==> src/rtl/regfile_wb_arb.sv <==
// Purpose : merge two writeback sources (A = ALU, B = memory load) onto one register-file write port.
// Latency : request accepted at edge N -> rf_wrt asserted after edge N+1 (register file writes at N+2).
// Backpres: each source owns a 2-entry FIFO; its ready is registered as (count < 2), never a same-cycle pass-through.
//
// Ports:
//   clk, rst_n                 single clock, asynchronous active-low reset
//   a_valid/a_rd/a_data/a_ready  source A writeback request channel (valid/ready)
//   b_valid/b_rd/b_data/b_ready  source B writeback request channel (valid/ready)
//   rf_wrt/rf_rd/rf_din          register-file write port (one-cycle write pulse, index and data hold otherwise)
//   pend_mask                    bit i set while a write to register i is queued or on the write port

// Purpose : 2-entry FIFO whose entries are all visible, so the owner can build hazard masks from them.
// Latency : pushed entry is at the head after the pushing edge.
// Backpres: ready is a register equal to (count < 2) for the coming cycle; a pop does not reopen it in the same cycle.
module regfile_wb_fifo #(
    parameter int W = 8
) (
    input  logic             clk,
    input  logic             rst_n,
    input  logic             push,
    input  logic [W-1:0]     push_dat,
    input  logic             pop,
    output logic             ready,
    output logic [1:0]       ent_vld,
    output logic [1:0][W-1:0] ent_dat
);

    logic [1:0] cnt;
    logic [1:0] cnt_nxt;

    always_comb begin
        cnt_nxt = cnt;
        if (push && !pop) begin
            cnt_nxt = cnt + 2'd1;
        end else if (!push && pop) begin
            cnt_nxt = cnt - 2'd1;
        end
    end

    // Slot 0 is always the head; a pop shifts slot 1 down.
    always_ff @(posedge clk or negedge rst_n) begin
        if (!rst_n) begin
            cnt     <= 2'd0;
            ready   <= 1'b0;
            ent_dat <= '0;
        end else begin
            cnt   <= cnt_nxt;
            ready <= (cnt_nxt < 2'd2);
            case ({push, pop})
                2'b01: begin
                    ent_dat[0] <= ent_dat[1];
                end
                2'b10: begin
                    if (cnt == 2'd0) begin
                        ent_dat[0] <= push_dat;
                    end else begin
                        ent_dat[1] <= push_dat;
                    end
                end
                2'b11: begin
                    // Count is unchanged; the new entry lands behind whatever remains.
                    if (cnt == 2'd2) begin
                        ent_dat[0] <= ent_dat[1];
                        ent_dat[1] <= push_dat;
                    end else begin
                        ent_dat[0] <= push_dat;
                    end
                end
                default: begin
                end
            endcase
        end
    end

    assign ent_vld = {cnt == 2'd2, cnt != 2'd0};

endmodule

module regfile_wb_arb #(
    parameter int ADDR_W  = 6,
    parameter int DATA_W  = 32,
    parameter int DROP_R0 = 1
) (
    input  logic                  clk,
    input  logic                  rst_n,
    input  logic                  a_valid,
    input  logic [ADDR_W-1:0]     a_rd,
    input  logic [DATA_W-1:0]     a_data,
    output logic                  a_ready,
    input  logic                  b_valid,
    input  logic [ADDR_W-1:0]     b_rd,
    input  logic [DATA_W-1:0]     b_data,
    output logic                  b_ready,
    output logic                  rf_wrt,
    output logic [ADDR_W-1:0]     rf_rd,
    output logic [DATA_W-1:0]     rf_din,
    output logic [2**ADDR_W-1:0]  pend_mask
);

    localparam int EW = ADDR_W + DATA_W;

    logic              a_push;
    logic              b_push;
    logic              gnt_a;
    logic              gnt_b;
    logic              ptr;        // 0 = A has priority, 1 = B has priority
    logic [1:0]        a_vld;
    logic [1:0]        b_vld;
    logic [1:0][EW-1:0] a_ent;
    logic [1:0][EW-1:0] b_ent;

    // Register-0 writes complete the handshake but never enter the queue.
    assign a_push = a_valid && a_ready && !((DROP_R0 != 0) && (a_rd == '0));
    assign b_push = b_valid && b_ready && !((DROP_R0 != 0) && (b_rd == '0));

    regfile_wb_fifo #(.W(EW)) u_fifo_a (
        .clk      (clk),
        .rst_n    (rst_n),
        .push     (a_push),
        .push_dat ({a_rd, a_data}),
        .pop      (gnt_a),
        .ready    (a_ready),
        .ent_vld  (a_vld),
        .ent_dat  (a_ent)
    );

    regfile_wb_fifo #(.W(EW)) u_fifo_b (
        .clk      (clk),
        .rst_n    (rst_n),
        .push     (b_push),
        .push_dat ({b_rd, b_data}),
        .pop      (gnt_b),
        .ready    (b_ready),
        .ent_vld  (b_vld),
        .ent_dat  (b_ent)
    );

    // Round-robin only matters when both heads are present; a lone head always wins.
    assign gnt_a = a_vld[0] && (!b_vld[0] || !ptr);
    assign gnt_b = b_vld[0] && (!a_vld[0] ||  ptr);

    always_ff @(posedge clk or negedge rst_n) begin
        if (!rst_n) begin
            ptr    <= 1'b0;
            rf_wrt <= 1'b0;
            rf_rd  <= '0;
            rf_din <= '0;
        end else begin
            rf_wrt <= gnt_a || gnt_b;
            if (gnt_a) begin
                rf_rd  <= a_ent[0][EW-1:DATA_W];
                rf_din <= a_ent[0][DATA_W-1:0];
                ptr    <= 1'b1;
            end else if (gnt_b) begin
                rf_rd  <= b_ent[0][EW-1:DATA_W];
                rf_din <= b_ent[0][DATA_W-1:0];
                ptr    <= 1'b0;
            end
        end
    end

    // Hazard mask: every queued index plus the index currently on the write port.
    always_comb begin
        pend_mask = '0;
        for (int i = 0; i < 2; i++) begin
            if (a_vld[i]) begin
                pend_mask[a_ent[i][EW-1:DATA_W]] = 1'b1;
            end
            if (b_vld[i]) begin
                pend_mask[b_ent[i][EW-1:DATA_W]] = 1'b1;
            end
        end
        if (rf_wrt) begin
            pend_mask[rf_rd] = 1'b1;
        end
    end

endmodule
==> config.mk <==
export PLATFORM = sky130hd
export DESIGN_NAME = regfile_wb_arb
export DESIGN_NICKNAME = d
export VERILOG_FILES = /design/src/rtl/regfile_wb_arb.sv
export SDC_FILE = /design/constraint.sdc
export NUM_CORES = 1
export LEC_CHECK = 0
export ABC_AREA = 1
export CORE_ASPECT_RATIO = 1.5
export CORE_UTILIZATION = 30
export DETAILED_ROUTE_END_ITERATION = 12
export GPL_TIMING_DRIVEN = 0
export PLACE_DENSITY = 0.56
export SETUP_SLACK_MARGIN = 0.1
export SLEW_MARGIN = 25
export SYNTH_ARGS = -nofsm -noshare
export SYNTH_HDL_FRONTEND = slang
export SYNTH_HIERARCHICAL = 1
export SYNTH_SLANG_ARGS = --single-unit
==> constraint.sdc <==
create_clock -name clk -period 6.7 [get_ports clk]
set_clock_uncertainty 0.15 [all_clocks]
set_input_delay 1.005 -clock clk [delete_from_list [all_inputs] [get_ports clk]]
set_output_delay 1.005 -clock clk [all_outputs]
set_load 0.01 [all_outputs]
==> summary.txt, run 1 <==
Logic synthesis
  – Flops & latches, synth: 198
  – Synth Area in Compound Gates: 5.65%
  – Synth top area share: 39.3%
  – Sequential share of the synthesized area: 39.3%
  – Synth cell count leaders: nand2_1 (618), nand3_1 (376), nor2_1 (344)
  – Post-Synth Adder-Cell Area: 1.19%
  – Post-Synth Simple-Gate Area: 45.7%
  – Largest cells by area after synthesis: dfrtp_1 (39%), nand2_1 (18%), nand3_1 (15%)
  – Mux cell area share after synthesis: 0%
  – Yosys top cell by area: dfrtp_1
  – Syn avg cell area: 6.54 um2
  – Main synth FF type: dfrtp_1
  – Synth cell types: 25
  – Syn_nets: 2019
  – XOR/XNOR Fraction of Synth Area: 0%
  – Ys async rst share: 100%
  – Main combinational cell family by area after synthesis: simple AND/OR/NAND/NOR gates
  – Post-Syn Area: 12600 um2
  – Synth Instances: 1927
  – Count leader, synth: nand2_1
  – Synthesis Warnings: 6
  – Post-synth EDFFs: 0

Routing
  – Mean routed wirelength per cell: 21.5 um
  – Number of detailed-route iterations in the first pass: 5
  – Detail-routed via count per cell: 5.07
  – Routed Antenna Nets: 0
  – Starting DRC count in detailed routing: 1071
  – Total number of vias: 13717
  – Drc violations: 0
  – Drt total wl: 58.0 mm

Worst hold path
  – Hold Crit Class: input port to asynchronous set/reset pin

Clock tree
  – # resized after CTS: 0
  – TritonCTS clock tree: yes
  – Clock root buffer: clkbuf_16
  – Clock transition at path regs: 0.07 ns
  – Clock sinks: 198
  – Setup bufs post-CTS: 0
  – CTS Buf Count: 17
  – Clk_lat worst skew: 0.45 ns
  – Htree depth: 4
  – # hold bufs at CTS: 0
  – Deepest clock path buffer count: 2

Floorplanning
  – Core area: 41200 um2
  – Row count: 91
  – Die Y: 253 um
  – Starting Density: 30.6%
  – Io pins: 185
  – Die width: 169 um
  – Die area: 42800 um2

GRT
  – Grt total ovfl: 0
  – Vias in the first global route: 13612
  – Initial antenna violation count: 0
  – Total routing usage reported by global routing: 27.3%
  – First-pass GRT wire length: 84.5 mm
  – Pin count of the biggest net entering global routing: 88

STA
  – Final hold viol count: 0
  – Period utilization: 69.8%
  – Tightest Pin Transition: 1.04 ns
  – Minimum clock period: 4.68 ns
  – Unrepaired setup endpoints after global routing: false
  – Final setup vio count: 0
  – Slew Viols, Final: 0
  – Relative slew margins: 30.4%
  – Max Clk Rate: 0.214 GHz

Worst setup path
  – Crit. End Element: primary output
  – WP data required: 5.54 ns
  – Reg2reg path depth: 17
  – Setup crit start kind: register
  – Worst Path Class, Setup: register to primary output
  – Critical Path AT: 3.52 ns
  – Crit path max fanout: 10

Cells and area
  – Post-route insts no fill: 2703
  – Antenna Cells: 0
  – # nets final: 2224
  – Layout cell share with drive strength beyond 1: 6.90%
  – Final Cell Area: 15800 um2
  – Layout area overhead: 25.6%

Placed design
  – Placed cell area: 15200 um2
  – Global placement routability congestion: 1.05
  – Port Buf Inserts: 184
  – Post-Place Cells: 2671
  – Dpl hpwl: 45.8 mm

Run
  – Max Cap Violations: 0

Pwr
  – Power Dens Cells: 524 nW/um2
  – Leak: 7.77 nW
  – Max IR drop VDD: 230 uV

Run status
  – Status: finished, final reports clean
## power by group
part           internal, mW  switching [mW]  total [mW]
Combinational          1.70            3.27        4.96
Sequential             1.78           0.449        2.23
Clock                 0.617           0.480        1.10
## final timing paths
| path | from | to | slack (ns) |
|---|---|---|---|
| hold reg to reg | u_fifo_a/ent_dat[58]$_DFFE_PN0P_ | u_fifo_a/ent_dat[58]$_DFFE_PN0P_ | 0.32 |
| hold / removal | rst_n | u_fifo_a/ent_dat[48]$_DFFE_PN0P_ | 0.26 |
| min in group clk | u_fifo_a/ent_dat[58]$_DFFE_PN0P_ | u_fifo_a/ent_dat[58]$_DFFE_PN0P_ | 0.32 |
| max in group asynchronous | rst_n | u_fifo_b/ent_dat[1]$_DFFE_PN0P_ | 4.94 |
| setup reg to reg | u_fifo_a/cnt[0]$_DFFE_PN0P_ | u_fifo_b/ent_dat[12]$_DFFE_PN0P_ | 3.64 |
| setup / recovery | u_fifo_b/cnt[1]$_DFF_PN0_ | pend_mask[5] | 2.02 |
## metal layers
metal / global-route usage, % / part of all wire (%)
met5: 0 / 0
met4: 20.2 / 7.8
met3: 3.34 / 4.1
met2: 50.1 / 51
met1: 28.2 / 37
## sequential cells by signal (all words and copies together), names as in the netlist
name              count
u_fifo_b/ent_dat     76
u_fifo_b/cnt          2
rf_wrt                1
rf_rd                 6
u_fifo_a/ent_dat     76
u_fifo_a/cnt          2
u_fifo_a/ready        1
u_fifo_b/ready        1
rf_din               32
ptr                   1
## layout make-up
type	instances	area (um2)
clock buffers	20	467
clock inverters	12	150
inverters	94	355
repair buffers	186	1900
fillers	4441	25400
well taps	558	698
multi-input cells	1529	6630
flip-flops and latches	198	4950
plain buffers	106	669
## logic make-up after synthesis
logic type	Yosys count
flops	198
buf+inv	200
compound gates	136
fa+ha+maj	12
simple gates	1381
## critical path, cell delays in order (launching register included)
cell	delay [ns]
dfrtp_1	0.40
inv_1	0.06
ha_1	0.19
inv_1	0.22
buf_2	0.28
nand4_1	0.67
o21ai_0	0.46
nor2_1	0.07
nand2_1	0.06
clkdlybuf4s50_1	0.64
## per-stage QoR
step | worst slack [ns] | hold WS [ns] | setup TNS (ns) | power [mW] | util, %
global route | 1.92 | 0.269 | 0 | 8.90 | 38.4
detailed placement | 2.53 | 0.309 | 0 | 7.17 | 36.9
CTS | 2.03 | 0.251 | 0 | 8.30 | 38.4
global placement | -4.25 | 0.304 | -833.78 | 7.11 | 36.7
finish | 2.02 | 0.262 | 0 | 8.29 | 38.4
floorplan | 4.12 | 0.293 | 0 | 5.14 | -
## cell usage in the layout, fill, tap and decap left out, types with 2 or more instances in the layout
cell and instances:
o21ai_1 23, o22ai_1 5, nor2_1 343, ha_1 12, buf_4 37, a21oi_1 72
clkbuf_8 3, buf_16 2, o21ai_2 4, clkbuf_1 16, nand2_2 2, buf_1 2
inv_1 83, nand4_1 30, or2_2 2, bufinv_16 3, buf_6 11, nand2_1 618
dfrtp_1 198, buf_2 40, clkdlybuf4s50_1 183, clkinv_4 3, inv_2 10, o21a_1 4
clkinv_2 5, clkbuf_16 17, nor3_1 3, nor2_2 5, nand3_1 376, o21ai_0 28
No activity file was read; power rests on OpenSTA's default activity.
==> inputs of run 2 (changes only) <==
--- a/config.mk
+++ b/config.mk
@@ -10,7 +10,7 @@
 export CORE_UTILIZATION = 30
 export DETAILED_ROUTE_END_ITERATION = 12
 export GPL_TIMING_DRIVEN = 0
-export PLACE_DENSITY = 0.56
+export PLACE_DENSITY = 0.58
 export SETUP_SLACK_MARGIN = 0.1
 export SLEW_MARGIN = 25
 export SYNTH_ARGS = -nofsm -noshare
==> constraint.sdc (replaced) <==
create_clock -name clk -period 4.2 [get_ports clk]
set_clock_uncertainty 0.15 [all_clocks]
set_input_delay 0.63 -clock clk [delete_from_list [all_inputs] [get_ports clk]]
set_output_delay 0.63 -clock clk [all_outputs]
set_load 0.01 [all_outputs]
==> summary.txt, run 2 (synthesis results as in run 1) <==
Clock tree
  – Clock sinks: 198 (unchanged)
  – Clock transition at path regs: 0.07 ns (about the same)
  – CTS Buf Count: 17 (unchanged)
  – Clock root buffer: clkbuf_16
  – TritonCTS clock tree: yes
  – Deepest clock path buffer count: 2 (unchanged)
  – Clk_lat worst skew: 0.45 ns (about the same)
  – Htree depth: 4 (unchanged)

STA
  – Unrepaired setup endpoints after global routing: true
  – Relative slew margins: 25.3% (-5.2 points)
  – Final hold viol count: 0 (unchanged)
  – Tightest Pin Transition: 1.12 ns (+0.0770 ns)
  – Post-route setup slack: 0.215 ns (-1.81 ns)
  – Final setup vio count: 0 (unchanged)
  – Period utilization: 94.9%
  – Minimum clock period: 3.99 ns
  – Fin Hold WS: 0.322 ns (+0.0598 ns)
  – Max Clk Rate: 0.251 GHz
  – Slew Viols, Final: 0 (unchanged)

Routing
  – Routed Antenna Nets: 0 (unchanged)
  – Drt total wl: 60.3 mm (+4.0%)
  – Mean routed wirelength per cell: 22.3 um (+4.0%)
  – Drc violations: 0 (unchanged)
  – Total number of vias: 13936 (+1.6%)
  – Starting DRC count in detailed routing: 1014 (-5.3%)
  – Number of detailed-route iterations in the first pass: 6 (+1)
  – Detail-routed via count per cell: 5.16 (+1.6%)

Worst hold path
  – Hold Crit Class: register to register
  – Min-Delay Path Depth: 2

Pwr
  – Combinational power share: 60.6% (+0.7 points)
  – Total power: 13.1 mW (+59%)
  – Share of power burned in registers: 27.2% (+0.3 points)
  – Max IR drop VDD: 336 uV (+46%)
  – Cell-internal power: 6.43 mW (+57%)
  – Clock Power Share: 12.2% (-1.0 points)
  – Leak: 7.74 nW (-0.35%)
  – Net Sw Power: 6.72 mW (+60%)
  – Power Dens Cells: 833 nW/um2 (+59%)
  – Switching share of total power: 51.1% (+0.50 points)

Cells and area
  – Commonest non-fill, non-tap cells in the layout: nand2_1 (618), nand3_1 (376), nor2_1 (341)
  – # nets final: 2225 (+0.045%)
  – Top flop regs: u_fifo_a/ent_dat x76, u_fifo_b/ent_dat x76, rf_din x32
  – Antenna Cells: 0 (unchanged)
  – Area of the multi-input gates: 6630 um2 (unchanged)
  – Util after Layout: 38.3% (-0.11 points)
  – Layout cell share with drive strength beyond 1: 6.76% (-0.14 points)
  – Layout area overhead: 25.2%
  – Total area of sequential cells: 4950 um2 (unchanged)
  – Post-route insts no fill: 2703 (unchanged)
  – Leading cell type in the layout, fill and taps excluded: nand2_1
  – Layout fillers: 4475 (+0.77%)

Worst setup path
  – Worst Path Class, Setup: register to primary output
  – Slowest CP cell: nor2_1
  – Crit-path cells: inv_1 -> ha_1 -> buf_4 -> nand4_1 -> nor2_1 -> a21oi_1 -> nand2_1 -> clkdlybuf4s50_1
  – Crit-path max cell delay: 0.56 ns (-0.11 ns)
  – Setup crit start kind: register
  – WP data required: 3.42 ns (-2.12 ns)
  – Critical Path AT: 3.21 ns (-0.31 ns)
  – Crit path max fanout: 10 (unchanged)
  – Reg2reg path depth: 17 (unchanged)
  – Crit. End Element: primary output

Floorplanning
  – Io pins: 185 (unchanged)
  – Row count: 91 (unchanged)
  – Die width: 169 um (unchanged)
  – Starting Density: 30.6% (unchanged)
  – Die area: 42800 um2 (unchanged)
  – Die Y: 253 um (unchanged)
  – Core area: 41200 um2 (unchanged)

Placed design
  – Dpl hpwl: 48.6 mm (+6.1%)
  – Port Buf Inserts: 184 (unchanged)
  – Worst slack at placement: 0.666 ns (-1.86 ns)
  – Post-Place Cells: 2671 (unchanged)
  – Global placement routability congestion: 1.01 (-3.4%)

Run status
  – Status: finished, final reports clean

GRT
  – Total routing usage reported by global routing: 28.5% (+1.2 points)
  – Initial antenna violation count: 0 (unchanged)
  – Vias in the first global route: 13724 (+0.82%)
  – First-pass GRT wire length: 87.7 mm (+3.8%)
  – Pin count of the biggest net entering global routing: 93 (+5.7%)
  – Grt total ovfl: 0 (unchanged)

Run
  – Max Cap Violations: 0 (unchanged)
[run 2: worst max-delay path, delay by kind of cell (launching register included)]
kind,cells,cell delay (ns)
AND/OR/NAND/NOR,3,1.22
buffers and inverters,3,0.84
adder cells (fa/ha/maj),1,0.22
AO/OA/AOI/OAI,1,0.07
flip-flops,1,0.38
[run 2: cell type report]
type / count / area share [%]
Sequential cell: 198 / 31.4
Buffer: 106 / 4.24
Inverter: 94 / 2.25
Clock buffer: 24 / 3.12
Timing Repair Buffer: 187 / 12.1
Clock inverter: 7 / 0.452
Multi-Input combinational cell: 1529 / 42.0
Tap cell: 558 / 4.42
[run 2: path summary, 6_finish.rpt]
kind                       slack [ns]                        startpoint                                to
setup / recovery                 0.21       u_fifo_a/cnt[0]$_DFFE_PN0P_                     pend_mask[15]
hold / removal                   0.32  u_fifo_b/ent_dat[58]$_DFFE_PN0P_  u_fifo_b/ent_dat[58]$_DFFE_PN0P_
setup reg to reg                 1.21       u_fifo_a/cnt[0]$_DFFE_PN0P_  u_fifo_b/ent_dat[10]$_DFFE_PN0P_
hold reg to reg                  0.32  u_fifo_b/ent_dat[58]$_DFFE_PN0P_  u_fifo_b/ent_dat[58]$_DFFE_PN0P_
max in group asynchronous        2.22                             rst_n  u_fifo_b/ent_dat[61]$_DFFE_PN0P_
min in group asynchronous        0.52                             rst_n  u_fifo_a/ent_dat[47]$_DFFE_PN0P_
[run 2: routing by layer]
metal  global-route usage (%)  wire [um]  vias up
met1                     29.5      21700     6629
met5                        0          0        -
li1                         -          -     6647
met2                     52.1      31300      494
met3                     3.16       2290      166
met4                     22.1       4960        0
[run 2: timing repair]
item / 4_1_cts / 5_1_grt
setup endpoints to repair: 0 / 6
endpoints found under the hold margin: 44 / 0
resized for setup: 0 / 3
hold buffers: 1 / 0
setup buffers: 0 / 0
[run 2: stage by stage]
| step | setup TNS, ns | area (um2) |
|---|---|---|
| floorplan | 0 | 12600 |
| global placement | -1221.38 | 15100 |
| global route | 0 | 15800 |
| finish | 0 | 15800 |
| CTS | 0 | 15800 |
| detailed placement | 0 | 15200 |
[run 2: power groups by stage]
stage	sequential, mW	clock, mW	combinational (mW)
after CTS	3.58	1.64	7.96
after floorplan	3.41	0	4.79
after detailed placement	3.60	0	7.92
final	3.58	1.60	7.96
after global routing	3.69	1.71	8.75
after global placement	3.59	0	7.86
